$ cat src/rtl/replay_buffer_seq.sv
// DLL replay buffer: circular TLP store with sequence numbering, ACK purge and NAK/timeout replay.
// Optional replay timer is compiled in when REPLAY_TIMER_EN is defined.
module replay_buffer_seq #(
    parameter int DATA_W     = 128,
    parameter int DEPTH      = 8,
    parameter int SEQ_W      = 12,
    parameter int REPLAY_MAX = 4,
    parameter int TIMEOUT    = 255
) (
    input  logic                       clk,
    input  logic                       rst,
    input  logic                       wr_en,
    input  logic [DATA_W-1:0]          wr_data,
    output logic                       wr_rdy,
    output logic                       tx_valid,
    output logic [DATA_W-1:0]          tx_data,
    output logic [SEQ_W-1:0]           tx_seq,
    input  logic                       tx_rdy,
    input  logic                       ack,
    input  logic                       nak,
    input  logic [SEQ_W-1:0]           ack_seq,
    output logic                       full,
    output logic                       empty,
    output logic [$clog2(DEPTH):0]     count,
    output logic                       replay_active,
    output logic                       replay_rollover,
    output logic                       timeout_evt
);

    localparam int ADDR_W = $clog2(DEPTH);
    localparam int PTR_W  = ADDR_W + 1;
    localparam int RN_W   = $clog2(REPLAY_MAX + 1);

    if (DEPTH < 2 || (1 << ADDR_W) != DEPTH || DEPTH >= (1 << SEQ_W) ||
        REPLAY_MAX < 1 || TIMEOUT < 1) begin : g_bad_param
        $error("replay_buffer_seq: illegal parameter combination");
    end

    typedef enum logic {ST_SEND, ST_REPLAY} state_t;

    state_t              state;
    logic [DATA_W-1:0]   mem [DEPTH];
    logic [PTR_W-1:0]    head, tx_ptr, tail, replay_end;
    logic [SEQ_W-1:0]    oldest_seq;
    logic [RN_W-1:0]     replay_num;
    logic                rollover_q;

    logic [PTR_W-1:0]    outstanding, tx_off, purge_head, new_head, sent_end, tx_ptr_nxt;
    logic [SEQ_W-1:0]    ack_off;
    logic [RN_W-1:0]     rn_base, rn_inc;
    logic                in_window, nak_null, ack_ok, nak_ok, purge;
    logic                replay_req, replay_start, tx_fire, wr_fire, timer_fire;

    // Pointers carry one extra bit so that a full buffer and an empty one differ.
    assign count         = tail - head;
    assign full          = (count == PTR_W'(DEPTH));
    assign empty         = (count == '0);
    assign replay_active = (state == ST_REPLAY);
    assign wr_rdy        = !full && !replay_active;
    assign tx_valid      = (tx_ptr != tail);
    assign tx_data       = mem[tx_ptr[ADDR_W-1:0]];
    assign tx_off        = tx_ptr - head;
    assign tx_seq        = oldest_seq + SEQ_W'(tx_off);
    assign replay_rollover = rollover_q;

    // ack_seq is valid when it names a sent-but-unacked entry; oldest-1 is a no-purge NAK.
    assign outstanding  = tx_ptr - head;
    assign ack_off      = ack_seq - oldest_seq;
    assign in_window    = (ack_off < SEQ_W'(outstanding));
    assign nak_null     = (ack_seq == (oldest_seq - SEQ_W'(1)));
    assign ack_ok       = ack && !nak && in_window;
    assign nak_ok       = nak && (in_window || nak_null);
    assign purge        = ack_ok || (nak && in_window);
    assign purge_head   = head + PTR_W'(ack_off) + PTR_W'(1);
    assign new_head     = purge ? purge_head : head;
    assign sent_end     = replay_active ? replay_end : tx_ptr;
    assign replay_req   = nak_ok || timer_fire;
    assign replay_start = replay_req && (new_head != sent_end);
    assign tx_fire      = tx_valid && tx_rdy;
    assign wr_fire      = wr_en && wr_rdy;
    assign tx_ptr_nxt   = replay_start ? new_head :
                          (tx_fire ? tx_ptr + PTR_W'(1) : tx_ptr);
    assign rn_base      = purge ? '0 : replay_num;
    assign rn_inc       = rn_base + RN_W'(1);

    always_ff @(posedge clk) begin
        if (wr_fire) begin
            mem[tail[ADDR_W-1:0]] <= wr_data;
        end
    end

    // A NAK arriving mid-replay rewinds to the new head but keeps the original replay end.
    always_ff @(posedge clk) begin
        if (!rst) begin
            state      <= ST_SEND;
            head       <= '0;
            tx_ptr     <= '0;
            tail       <= '0;
            replay_end <= '0;
            oldest_seq <= '0;
            replay_num <= '0;
            rollover_q <= 1'b0;
        end else begin
            rollover_q <= 1'b0;
            head       <= new_head;
            tx_ptr     <= tx_ptr_nxt;
            if (wr_fire) begin
                tail <= tail + PTR_W'(1);
            end
            if (purge) begin
                oldest_seq <= ack_seq + SEQ_W'(1);
            end
            if (replay_start) begin
                state <= ST_REPLAY;
                if (!replay_active) begin
                    replay_end <= tx_ptr;
                end
                if (rn_inc == RN_W'(REPLAY_MAX)) begin
                    rollover_q <= 1'b1;
                    replay_num <= '0;
                end else begin
                    replay_num <= rn_inc;
                end
            end else begin
                if (purge) begin
                    replay_num <= '0;
                end
                if (replay_active && tx_ptr_nxt == replay_end) begin
                    state <= ST_SEND;
                end
            end
        end
    end

`ifdef REPLAY_TIMER_EN
    localparam int TMR_W = $clog2(TIMEOUT + 1);

    logic [TMR_W-1:0] timer;
    logic             timeout_q;

    // Expiry replays without purging; any valid ACK or NAK in the same cycle takes precedence.
    assign timer_fire  = !replay_active && (head != tx_ptr) &&
                         (timer == TMR_W'(TIMEOUT)) && !nak_ok && !ack_ok;
    assign timeout_evt = timeout_q;

    always_ff @(posedge clk) begin
        if (!rst) begin
            timer     <= '0;
            timeout_q <= 1'b0;
        end else begin
            timeout_q <= timer_fire;
            if (purge || replay_start || replay_active || head == tx_ptr) begin
                timer <= '0;
            end else begin
                timer <= timer + TMR_W'(1);
            end
        end
    end
`else
    assign timer_fire  = 1'b0;
    assign timeout_evt = 1'b0;
`endif

endmodule

$ cat config.mk
export PLATFORM = sky130hd
export DESIGN_NAME = replay_buffer_seq
export DESIGN_NICKNAME = d
export VERILOG_FILES = /design/src/rtl/replay_buffer_seq.sv
export SDC_FILE = /design/constraint.sdc
export NUM_CORES = 1
export LEC_CHECK = 0
export CAP_MARGIN = 40
export CORE_MARGIN = 3
export CORE_UTILIZATION = 50
export DETAILED_ROUTE_END_ITERATION = 10
export GPL_ROUTABILITY_DRIVEN = 0
export PLACE_DENSITY = 0.71
export SKIP_LAST_GASP = 1
export SYNTH_ARGS = -nofsm -noshare
export SYNTH_HDL_FRONTEND = slang
export SYNTH_SLANG_ARGS = --single-unit
$ cat constraint.sdc
create_clock -name clk -period 13.8 [get_ports clk]
set_input_delay 2.07 -clock clk [delete_from_list [all_inputs] [get_ports clk]]
set_output_delay 2.07 -clock clk [all_outputs]
set_load 0.02 [all_outputs]
# After elaboration in Yosys (flattened, before gate mapping)
# Memories as Yosys holds them, arrays and structs flattened. A register that Yosys moved wholly into a read port is not among the register bits.
# Cells that the tools add are included.
# op_classes
n_reduce_logical,17
mux,13
eq_ne,6
n_addsub,11
order_cmp,1
# op_table
op,count
4-bit two-way mux,4
12-bit by 1-bit adder with 12-bit output (second input constant),1
12-bit by 4-bit adder with 12-bit output,1
4-bit by 1-bit adder with 4-bit output (second input constant),3
12-bit equality test,1
12-bit by 4-bit less-than comparator with 1-bit output,1
3-bit two-way mux,4
12-bit by 1-bit subtractor with 12-bit output (second input constant),1
12-bit subtractor,1
1-bit logical AND,9
4-bit != test,2
4-bit subtractor,2
1-bit two-way mux,5
4-bit adder,1
4-bit equality test,1
4-bit equality test (second input constant),1
4-bit logical NOT,1
3-bit by 1-bit adder with 3-bit output (second input constant),1
3-bit equality test (second input constant),1
1-bit logical NOT,3
1-bit logical OR,2
2-bit AND reduction,1
2-bit nonzero test,1
# word_totals
ram_bits,1024
ff_bits,33
n_memories,1
elab_cells,57
# memory_table
memory,depth,word_bits,read_ports,rd_ports_with_merged_regs,write_ports,line_no,text
mem,8,128,1,1,1,42,logic [DATA_W-1:0] mem [DEPTH];

# Longest topological paths before layout
# Gate-level depths: netlist of the first run.
# logic_depth
depth_word,12
depth_mapped,23
ltp_nobuf,20

# Worst setup path before layout of the first run
# Ideal clock, no wire load.
# synth_timing
path_kind,register to register
startpoint,register tail[1]
endpoint,memory mem[0][0] (enable)
setup_slack_ps,1807
n_path_buf,1
setup_ps,772
t_required_ps,13028
arrival_ps,11222
path_stages_with_launch,11
path_cell_list,dfxtp_1 -> clkbuf_1 -> inv_1 -> fa_1 -> xnor2_1 -> or3_1 -> nor2b_1 -> nor2_1 -> and2_0 -> nand2_1 -> nor3_1
# synth_via
elab_chain_len,7
# synth_rtl
item,line_no,text
from (decl),43,"logic [PTR_W-1:0] head, tx_ptr, tail, replay_end;"
from (signal assigned),108,tail <= tail + PTR_W'(1);
4-bit subtractor,55,assign count = tail - head;
named net count[2],24,"output logic [$clog2(DEPTH):0] count,"
4-bit equality test,56,assign full = (count == PTR_W'(DEPTH));
named net full,22,"output logic full,"
1-bit logical NOT,59,assign wr_rdy = !full && !replay_active;
1-bit logical AND,59,
named net wr_rdy,14,"output logic wr_rdy,"
1-bit logical AND,80,assign wr_fire = wr_en && wr_rdy;
1-bit two-way mux,87,if (wr_fire) begin
1-bit two-way mux (not written as such),88,mem[tail[ADDR_W-1:0]] <= wr_data;
to (decl),42,
# The timed path passes the listed nets, and every way through them passes these cells.

# Final worst setup path of the first run
# layout_timing
startpoint,input ack_seq[0]
endpoint,register state (netlist: replay_active)
# layout_via
elab_chain_len,11
# layout_rtl
item,line_no,text
from (decl),21,"input logic [SEQ_W-1:0] ack_seq,"
branches (longest 11 deep; another with 12-bit subtractor),n/a,
to (signal assigned),95,state <= ST_SEND;
to (signal assigned),114,state <= ST_REPLAY;
to (signal assigned),129,state <= ST_SEND;
to (decl),41,state_t state;
# Parallel ways; which one is timed is not known.
# A chain may end at the register's enable or synchronous reset.

==> results of run 1 <==
-- metrics by stage --
stage	utilization (%)	std cells	hold WS [ns]	cell area, µm²
after CTS	60.4	3407	0.552	49700
after detailed placement	56.2	3214	0.545	46300
after global routing	60.5	3412	0.570	49700
after floorplan	-	1897	0.503	41600
final	60.5	3416	0.553	49700
after global placement	55.8	3198	0.528	45900
-- logic make-up (layout without fill, tap and decap cells) --
group | count (synthesis) | in the layout
XOR/XNOR | 69 | 69
flip-flops | 1057 | 1057
buffers and inverters | 123 | 563
other | 1 | 10
AND/OR/NAND/NOR | 138 | 138
multiplexers | 403 | 403
AO/OA/AOI/OAI | 67 | 67
adder cells (fa/ha/maj) | 39 | 39
-- routing by layer --
metal | routed length (µm) | share of wire [%]
met5 | 34 | 0.040
met4 | 1840 | 2.2
met3 | 4840 | 5.7
met2 | 44100 | 52
met1 | 34600 | 40
-- worst max-delay path, cell delays in order --
cell	delay [ns]
clkdlybuf4s50_1	0.47
inv_1	0.09
ha_1	0.16
inv_1	0.05
fa_1	0.42
xor2_1	0.25
ha_1	0.29
a21oi_1	0.14
o21ai_0	0.12
a21oi_1	0.16
and4_4	0.23
o211ai_2	0.12
nor2_4	0.63
mux2_2	0.45
xnor2_1	0.29
a41oi_4	0.26
mux2i_1	0.29
xor2_1	0.10
o41ai_1	0.39
a21oi_1	0.11
-- sequential cells by signal, summed over array words and instances (netlist names) --
| signal | flops |
|---|---|
| mem | 1024 |
| oldest_seq | 12 |
| head | 4 |
| replay_end | 4 |
| tail | 4 |
| tx_ptr | 4 |
| replay_num | 3 |
| replay_active | 1 |
| replay_rollover | 1 |
-- synth_stat cells (2+ instances only) --
cell type  instances  area (µm²)
o21ai_0            9        45.0
and3_1             3        18.8
o211ai_2           2        25.0
nor2_1            57         214
mux2i_1           16         160
a21o_1             8        60.1
o21a_1             3        22.5
nand3_1           15        75.1
a21oi_1           17        85.1
nor4_1             3        18.8
xor2_1            24         210
nand2_1           22        82.6
nor2_2             2        12.5
mux2_2           129        1450
nor3_1            10        50.1
edfxtp_1        1024       30700
ha_1              34         425
xnor2_1           43         377
dfxtp_1           33         661
a211oi_1          13        97.6
buf_1             26        97.6
inv_1             32         120
clkbuf_1          62         233
nor2b_1            8        50.1
mux4_2           256        5770
fa_1               5         100
nand4_1            2        12.5
nand2b_1           4        25.0
and2_1             5        31.3
-- power groups by stage --
stage	combinational (W)	sequential, W	clock (W)
3_5_place_dp	0.00124	0.00371	0
6_report	0.00122	0.00364	0.00280
4_1_cts	0.00124	0.00364	0.00287
3_3_place_gp	0.00118	0.00372	0
2_1_floorplan	0.000772	0.00371	0
5_1_grt	0.00130	0.00364	0.00300
-- how the worst max path moves through the flow --
stage | start | end | slack, ns | cells past startpoint
CTS | ack_seq[0] | replay_active$_SDFFE_PN0P_ | 7.23 | 20
floorplan | tail[1]$_SDFFE_PN0P_ | mem[0][0]$_DFFE_PP_ | 1.81 | 10
finish | ack_seq[0] | replay_active$_SDFFE_PN0P_ | 7.18 | 20
global route | ack_seq[0] | replay_active$_SDFFE_PN0P_ | 6.86 | 20
detailed placement | ack_seq[0] | replay_active$_SDFFE_PN0P_ | 6.60 | 20
global placement | ack_seq[0] | replay_active$_SDFFE_PN0P_ | 6.63 | 20
-- area by class of cell --
cell class | count | area, µm²
diodes | 9 | 22.5
clock buffers | 122 | 2700
clock inverters | 71 | 753
fillers | 5693 | 32500
inverters | 33 | 124
multi-input cells | 717 | 9790
flip-flops and latches | 1057 | 31400
well taps | 1070 | 1340
repair buffers | 337 | 3580
==> flow_summary.ini, run 1 <==
[synthesis]
synth.distinct_cells = 59
ys_ff_latch = 1057
yosys.area_share.adder_pct = 1.26
synth_top_family_by_area = multiplexers
synth_seq_area_share_pct = 75.5
synth_compound_area_share_pct = 1.21
yosysWarnings = 0
synth-simple-area-share_pct = 1.57
syn-instance-count = 1897
ys.flop_type = edfxtp_1
syn_area_per_cell_um2 = 21.9
async_flop_share_pct = 0
netlist_area_mm2 = 0.0416
synth_xor_area_share_pct = 1.53
syn-num-nets = 2082
synth.area.mux_share_pct = 17.8
synth_edf_count = 1024

[critical_path]
endpoint_kind = register
reg2reg_from = tx_ptr[2]$_SDFF_PN0_
worstRegToRegCells = 17
cp.arrival_ns = 7.10
required_ns = 14.29
reg2reg_slack_ns = 8.49
cp-start-kind = input pin
crit_fanout = 30
critPathKind = input pin to register
r2r-end = replay_active$_SDFFE_PN0P_

[floorplanning]
core_area_mm2 = 0.0822
die_h_um = 295
die_w_um = 295
initial_utilization_pct = 50.6
rows = 105
dieArea_mm2 = 0.0867
ios = 297

[drt]
drtPass1Iterations = 7
wirelength_um = 85300
drc = 0
drtIter0Drc = 1466
avgRoutedWirePerCell_um = 25.0
final_antenna_net_count = 0
viasPerCell = 5.73
vias = 19600

[clock_tree]
htree_levels = 3
postCtsSetupBuffers = 0
cts_buffers = 105
ctsLongestPathBuffers = 3
numClockSinks = 1057
ctsHoldBuffers = 0
cts_tree = done
clk_latency_ns = 0.67
cts.clk_slew.worst_paths_ns = 0.06
cts-root-buf = clkbuf_16
cts_resized = 0

[power]
cellPowerDensity_mw_per_mm2 = 154
p_switching_w = 0.00180
p_int_w = 0.00586
p_comb_share_pct = 15.9
ir_worst_vdd_v = 0.000139
p_total_w = 0.00766
clkPwrFrac_pct = 36.6
seqPwrFrac_pct = 47.5
leakage_nw = 15.5
switching_share_pct = 23.5

[placement]
portBuffers = 295
dpl.hpwl_um = 48300
dp_slack_ns = 6.60

[global_route]
grt_pass1_vias = 21000
grt_util_met1_pct = 26.6
top_usage_layer = met2
grt_max_degree = 163
grt_use_met3_pct = 3.63
globalRouteOverflowTotal = 0
grt_pass1_wl_um = 131000
grtUsageMet2_pct = 34.2
antenna_found_initial = 11
gr-usage-all-layers_pct = 20.0

[final_layout]
syn_to_final_growth_pct = 19.5
layout_commonest_cell = edfxtp_1
fin_nets = 2436
post_route_cells_drive_above_1_share_pct = 25.9
layout_common_cells = edfxtp_1 (1,024), clkdlybuf4s50_1 (295), mux4_2 (256), mux2_2 (129), clkbuf_16 (105)

[sta]
hold_viol_final = 0
final.setup.tns_ns = 0
setup_viol = 0
setup_ws_ns = 7.18
max-slew-margin-rel_pct = 27.3
max_freq_ghz = 0.151
finClkSkew_ns = 0.0449
post-route-period-util_pct = 47.9
rsz0062_at_grt = false
post-route-min-period_ns = 6.62
worst_pin_slew_ns = 1.09
slew_violations = 0

[hold_path]
worstHoldEndpoint = tail[0]$_SDFFE_PN0P_
hold_start = tail[0]$_SDFFE_PN0P_
holdPathStages = 2
hp-class = register to register

[run]
cap_violations = 0

[status]
status = completed
(Power assumes the default switching activity.)
==> run 2: changes to the inputs <==
--- a/config.mk
+++ b/config.mk
@@ -10,7 +10,7 @@
 export CORE_UTILIZATION = 50
 export DETAILED_ROUTE_END_ITERATION = 10
 export GPL_ROUTABILITY_DRIVEN = 0
-export PLACE_DENSITY = 0.71
+export PLACE_DENSITY = 0.73
 export SKIP_LAST_GASP = 1
 export SYNTH_ARGS = -nofsm -noshare
 export SYNTH_HDL_FRONTEND = slang
==> constraint.sdc (replaced) <==
create_clock -name clk -period 5.4 [get_ports clk]
set_input_delay 0.81 -clock clk [delete_from_list [all_inputs] [get_ports clk]]
set_output_delay 0.81 -clock clk [all_outputs]
set_load 0.02 [all_outputs]
==> run 2 against run 1 <==
Against the previous run: first-iteration DRC count is 1.6% higher; register-to-register slack worse by 7.6 ns; sequential share of layout area is 0.12 points lower; via count is 0.26% higher; utilization is 0.12 points higher; die area stayed put; flip-flop and latch count stayed put; setup slack worse by 6.7 ns; wire length is 0.66% higher; non-clock buffer count is 9 higher; largest cell class unchanged; highest routed layer unchanged.
==> flow_summary.ini, run 2 (same netlist as run 1, synthesis figures left out) <==
[power]
ir_worst_vdd_v = 0.000309
leakage_nw = 15.6
cellPowerDensity_mw_per_mm2 = 391
p_total_w = 0.0195

[floorplanning]
core_area_mm2 = 0.0822
die_w_um = 295
ios = 297
die_h_um = 295
dieArea_mm2 = 0.0867
rows = 105
initial_utilization_pct = 50.6

[global_route]
grt_max_degree = 171
grt_pass1_vias = 21200
globalRouteOverflowTotal = 0
gr-usage-all-layers_pct = 20.1
grt_pass1_wl_um = 132000
antenna_found_initial = 12

[hold_path]
holdPathStages = 2
hp-class = register to register
worstHoldEndpoint = tail[0]$_SDFFE_PN0P_
hold_start = tail[0]$_SDFFE_PN0P_

[sta]
finClkSkew_ns = 0.0373
max-slew-margin-rel_pct = 25.8
slew_violations = 0
hold_viol_final = 0
hold_slack_ns = 0.546
setup_viol = 0
post-route-min-period_ns = 4.89
post-route-period-util_pct = 90.5
rsz0062_at_grt = false
max_freq_ghz = 0.205
worst_pin_slew_ns = 1.11

[clock_tree]
cts_resized = 0
cts-root-buf = clkbuf_16
postCtsSetupBuffers = 0
cts.clk_slew.worst_paths_ns = 0.06
cts_tree = done
htree_levels = 3
clk_latency_ns = 0.67
ctsHoldBuffers = 0
cts_buffers = 105
ctsLongestPathBuffers = 3
numClockSinks = 1057

[critical_path]
cp.arrival_ns = 4.08
r2r-end = replay_end[0]$_SDFFE_PN0P_
endpoint_kind = output port
slowest_delay_ns = 0.64
reg2reg_from = head[1]$_SDFF_PN0_
critPathKind = register to output port
reg2reg_slack_ns = 0.94
cp_slowest_cell = clkdlybuf4s50_1
cp-start-kind = register
path_cells = inv_2 -> ha_1 -> a21o_1 -> a21o_1 -> xor2_1 -> inv_1 -> ha_1 -> nor2b_1 -> nor2_1 -> nor2_1 -> nand3_1 -> xnor2_1 -> clkdlybuf4s50_1
required_ns = 4.59
worstRegToRegCells = 20
crit_fanout = 5

[drt]
drtPass1Iterations = 5
drc = 0
wirelength_um = 85900
final_antenna_net_count = 0
vias = 19600
drtIter0Drc = 1489
avgRoutedWirePerCell_um = 25.1
viasPerCell = 5.73

[run]
cap_violations = 0

[final_layout]
largest_reg_flops = 1024
layout_commonest_cell = edfxtp_1
fin_nets = 2445
post_route_cells_drive_above_1_share_pct = 26.9
layout_common_cells = edfxtp_1 (1,024), clkdlybuf4s50_1 (295), mux4_2 (256), mux2_2 (129), clkbuf_16 (105)
syn_to_final_growth_pct = 19.7

[placement]
dpl.hpwl_um = 49000
portBuffers = 295

[status]
status = completed
-- run 2: layer usage --
metal / global-route usage, % / up-vias / share of wire, %
met5: 0 / - / 0.054
met4: 6.32 / 6 / 2.5
met3: 4.20 / 133 / 6.5
met2: 34.3 / 527 / 51
met1: 26.3 / 10400 / 40
li1: - / 8592 / -
-- run 2: power by group --
| group | switching [W] | leakage (nW) | internal (W) |
|---|---|---|---|
| clock | 0.00304 | 1.63 | 0.00399 |
| sequential | 0.0000497 | 9.56 | 0.00922 |
| combinational | 0.00154 | 4.35 | 0.00166 |
| total | 0.00462 | 15.6 | 0.0149 |
-- run 2: worst max path at each step --
stage / cells after the start / to / from / slack (ns)
after floorplan: 10 / mem[3][0]$_DFFE_PP_ / tail[0]$_SDFFE_PN0P_ / -0.33
after global placement: 21 / replay_active$_SDFFE_PN0P_ / ack_seq[0] / 0.08
after detailed placement: 21 / replay_active$_SDFFE_PN0P_ / ack_seq[0] / 0.11
after CTS: 13 / tx_seq[11] / head[1]$_SDFF_PN0_ / 0.45
after global routing: 13 / tx_seq[11] / head[1]$_SDFF_PN0_ / 0.25
final: 13 / tx_seq[11] / head[1]$_SDFF_PN0_ / 0.51
-- run 2: per-stage QoR --
step	util (%)	cells	setup WS (ns)	cell area (µm²)	setup TNS (ns)
2_1_floorplan	-	1897	-0.327	41800	-213.78
3_3_place_gp	56.3	3218	0.0758	46300	0
3_5_place_dp	56.5	3223	0.113	46500	0
4_1_cts	60.6	3416	0.454	49800	0
5_1_grt	60.6	3422	0.245	49800	0
6_report	60.6	3425	0.515	49800	0
-- run 2: critical path, delay by kind of cell, from the launching register on --
family | cells | cell delay, ns
flip-flops | 1 | 0.44
buffers and inverters | 3 | 0.87
adder cells (fa/ha/maj) | 2 | 0.65
AO/OA/AOI/OAI | 2 | 0.36
AND/OR/NAND/NOR | 4 | 0.64
XOR/XNOR | 2 | 0.46
-- run 2: final cells by class --
class / count / area (µm²)
fill: 5697 / 32400
sequential: 1057 / 31400
multi-input combinational: 717 / 9890
timing repair buffer: 346 / 3670
clock buffer: 121 / 2700
tap: 1070 / 1340
clock inverter: 72 / 664
inverter: 33 / 126
antenna: 9 / 22.5
==> run 3: changes to the inputs <==
--- a/config.mk
+++ b/config.mk
@@ -10,7 +10,7 @@
 export CORE_UTILIZATION = 50
 export DETAILED_ROUTE_END_ITERATION = 10
 export GPL_ROUTABILITY_DRIVEN = 0
-export PLACE_DENSITY = 0.73
+export PLACE_DENSITY = 0.72
 export SKIP_LAST_GASP = 1
 export SYNTH_ARGS = -nofsm -noshare
 export SYNTH_HDL_FRONTEND = slang
==> run 3 against run 2 <==
Against the previous run: highest routed layer unchanged; sequential power is essentially flat; utilization grew 0.085 points; first-iteration DRC count shrank 16%; register-to-register slack lost 0.15 ns.
==> flow_summary.ini, run 3 (same netlist as run 1, synthesis figures left out) <==
[clock_tree]
ctsLongestPathBuffers = 3
cts_tree = done
cts_buffers = 107
cts.clk_slew.worst_paths_ns = 0.06
cts_resized = 0
ctsHoldBuffers = 0
htree_levels = 3
cts-root-buf = clkbuf_16
numClockSinks = 1057
clk_latency_ns = 0.67
postCtsSetupBuffers = 0

[global_route]
grt_pass1_wl_um = 130000
gr-usage-all-layers_pct = 19.9
antenna_found_initial = 10
globalRouteOverflowTotal = 0
grt_util_met1_pct = 25.4
grt_use_met3_pct = 4.52
grt_max_degree = 158
top_usage_layer = met2
grt_pass1_vias = 21000
grtUsageMet2_pct = 34.6

[floorplanning]
core_area_mm2 = 0.0822
die_w_um = 295
initial_utilization_pct = 50.6
ios = 297
rows = 105
die_h_um = 295
dieArea_mm2 = 0.0867

[placement]
dpl.hpwl_um = 46200
portBuffers = 295
dp_cells = 3214
place_area_mm2 = 0.0463

[drt]
final_antenna_net_count = 0
vias = 19500
viasPerCell = 5.72
avgRoutedWirePerCell_um = 25.0
drtPass1Iterations = 4
drc = 0
wirelength_um = 85300
drtIter0Drc = 1247

[hold_path]
hp-class = register to register

[final_layout]
layout_commonest_cell = edfxtp_1
fin_nets = 2438
post_route_cells_drive_above_1_share_pct = 26.6
finalInstanceArea_mm2 = 0.0499
syn_to_final_growth_pct = 19.9
fin_cells = 3414
final_core_util_pct = 60.7
largest_reg_flops = 1024
layout_common_cells = edfxtp_1 (1,024), clkdlybuf4s50_1 (295), mux4_2 (256), mux2_2 (129), clkbuf_16 (108)

[status]
status = completed

[critical_path]
endpoint_kind = output port
required_ns = 4.59
crit_fanout = 114
critPathKind = register to output port
cp.arrival_ns = 4.03
cp-start-kind = register

[power]
ir_worst_vdd_v = 0.000280
leakage_nw = 15.6
cellPowerDensity_mw_per_mm2 = 395

[sta]
worst_pin_slew_ns = 1.01
post-route-min-period_ns = 4.84
finClkSkew_ns = 0.0361
slew_violations = 0
hold_viol_final = 0
rsz0062_at_grt = false
post-route-period-util_pct = 89.6
max-slew-margin-rel_pct = 32.8
setup_viol = 0
max_freq_ghz = 0.207

[run]
cap_violations = 0
run 3: changes by cell type in the layout (fill, tap and decap cells not counted), sizes merged:
cell      previous run  this run
clkbuf             121       124
bufinv               8        13
clkinvlp             7         4
clkinv              51        52
inv                 39        34
diode                9         6
buf                 51        42
run 3: final timing paths:
path,endpoint,slack (ns),start,cells past startpoint
max reg2reg,replay_active$_SDFFE_PN0P_,0.79,oldest_seq[0]$_SDFFE_PN0N_,18
min reg2reg,tail[0]$_SDFFE_PN0P_,0.54,tail[0]$_SDFFE_PN0P_,2
min,tail[0]$_SDFFE_PN0P_,0.54,tail[0]$_SDFFE_PN0P_,2
max,tx_data[0],0.56,tx_ptr[0]$_SDFF_PN0_,5
run 3: stage by stage:
stage / total power [W] / setup slack (ns) / TNS, ns / hold WS, ns
6_report: 0.0197 / 0.560 / 0 / 0.543
5_1_grt: 0.0205 / 0.213 / 0 / 0.555
4_1_cts: 0.0200 / 0.374 / 0 / 0.543
3_5_place_dp: 0.0126 / -0.000632 / -0.000632 / 0.531
3_3_place_gp: 0.0126 / 0.0845 / 0 / 0.527
2_1_floorplan: 0.0114 / -0.327 / -213.78 / 0.503
run 3: critical path, cell delays in order (launching register included):
cell	delay, ns
dfxtp_4	0.36
buf_4	0.62
buf_12	0.73
mux4_2	0.60
mux2_2	0.27
clkdlybuf4s50_1	0.67
run 3: area by class of cell:
class	instances	area, µm²
diodes	6	15.0
inverters	33	126
clock buffers	124	2770
multi-input cells	717	9890
well taps	1070	1340
fillers	5677	32300
clock inverters	70	787
flip-flops and latches	1057	31400
repair buffers	337	3550
run 3: report_power, final:
| part | internal [W] | leakage (nW) | switching (W) | total [W] |
|---|---|---|---|---|
| clock network | 0.00431 | 1.73 | 0.00304 | 0.00736 |
| registers | 0.00922 | 9.56 | 0.0000553 | 0.00927 |
| logic | 0.00160 | 4.29 | 0.00150 | 0.00311 |
| total | 0.0151 | 15.6 | 0.00460 | 0.0197 |
run 3: per-layer routing:
metal	routed length (µm)	vias up
met5	71	-
met4	1870	10
met3	5000	134
met2	44600	492
met1	33800	10300
li1	-	8582
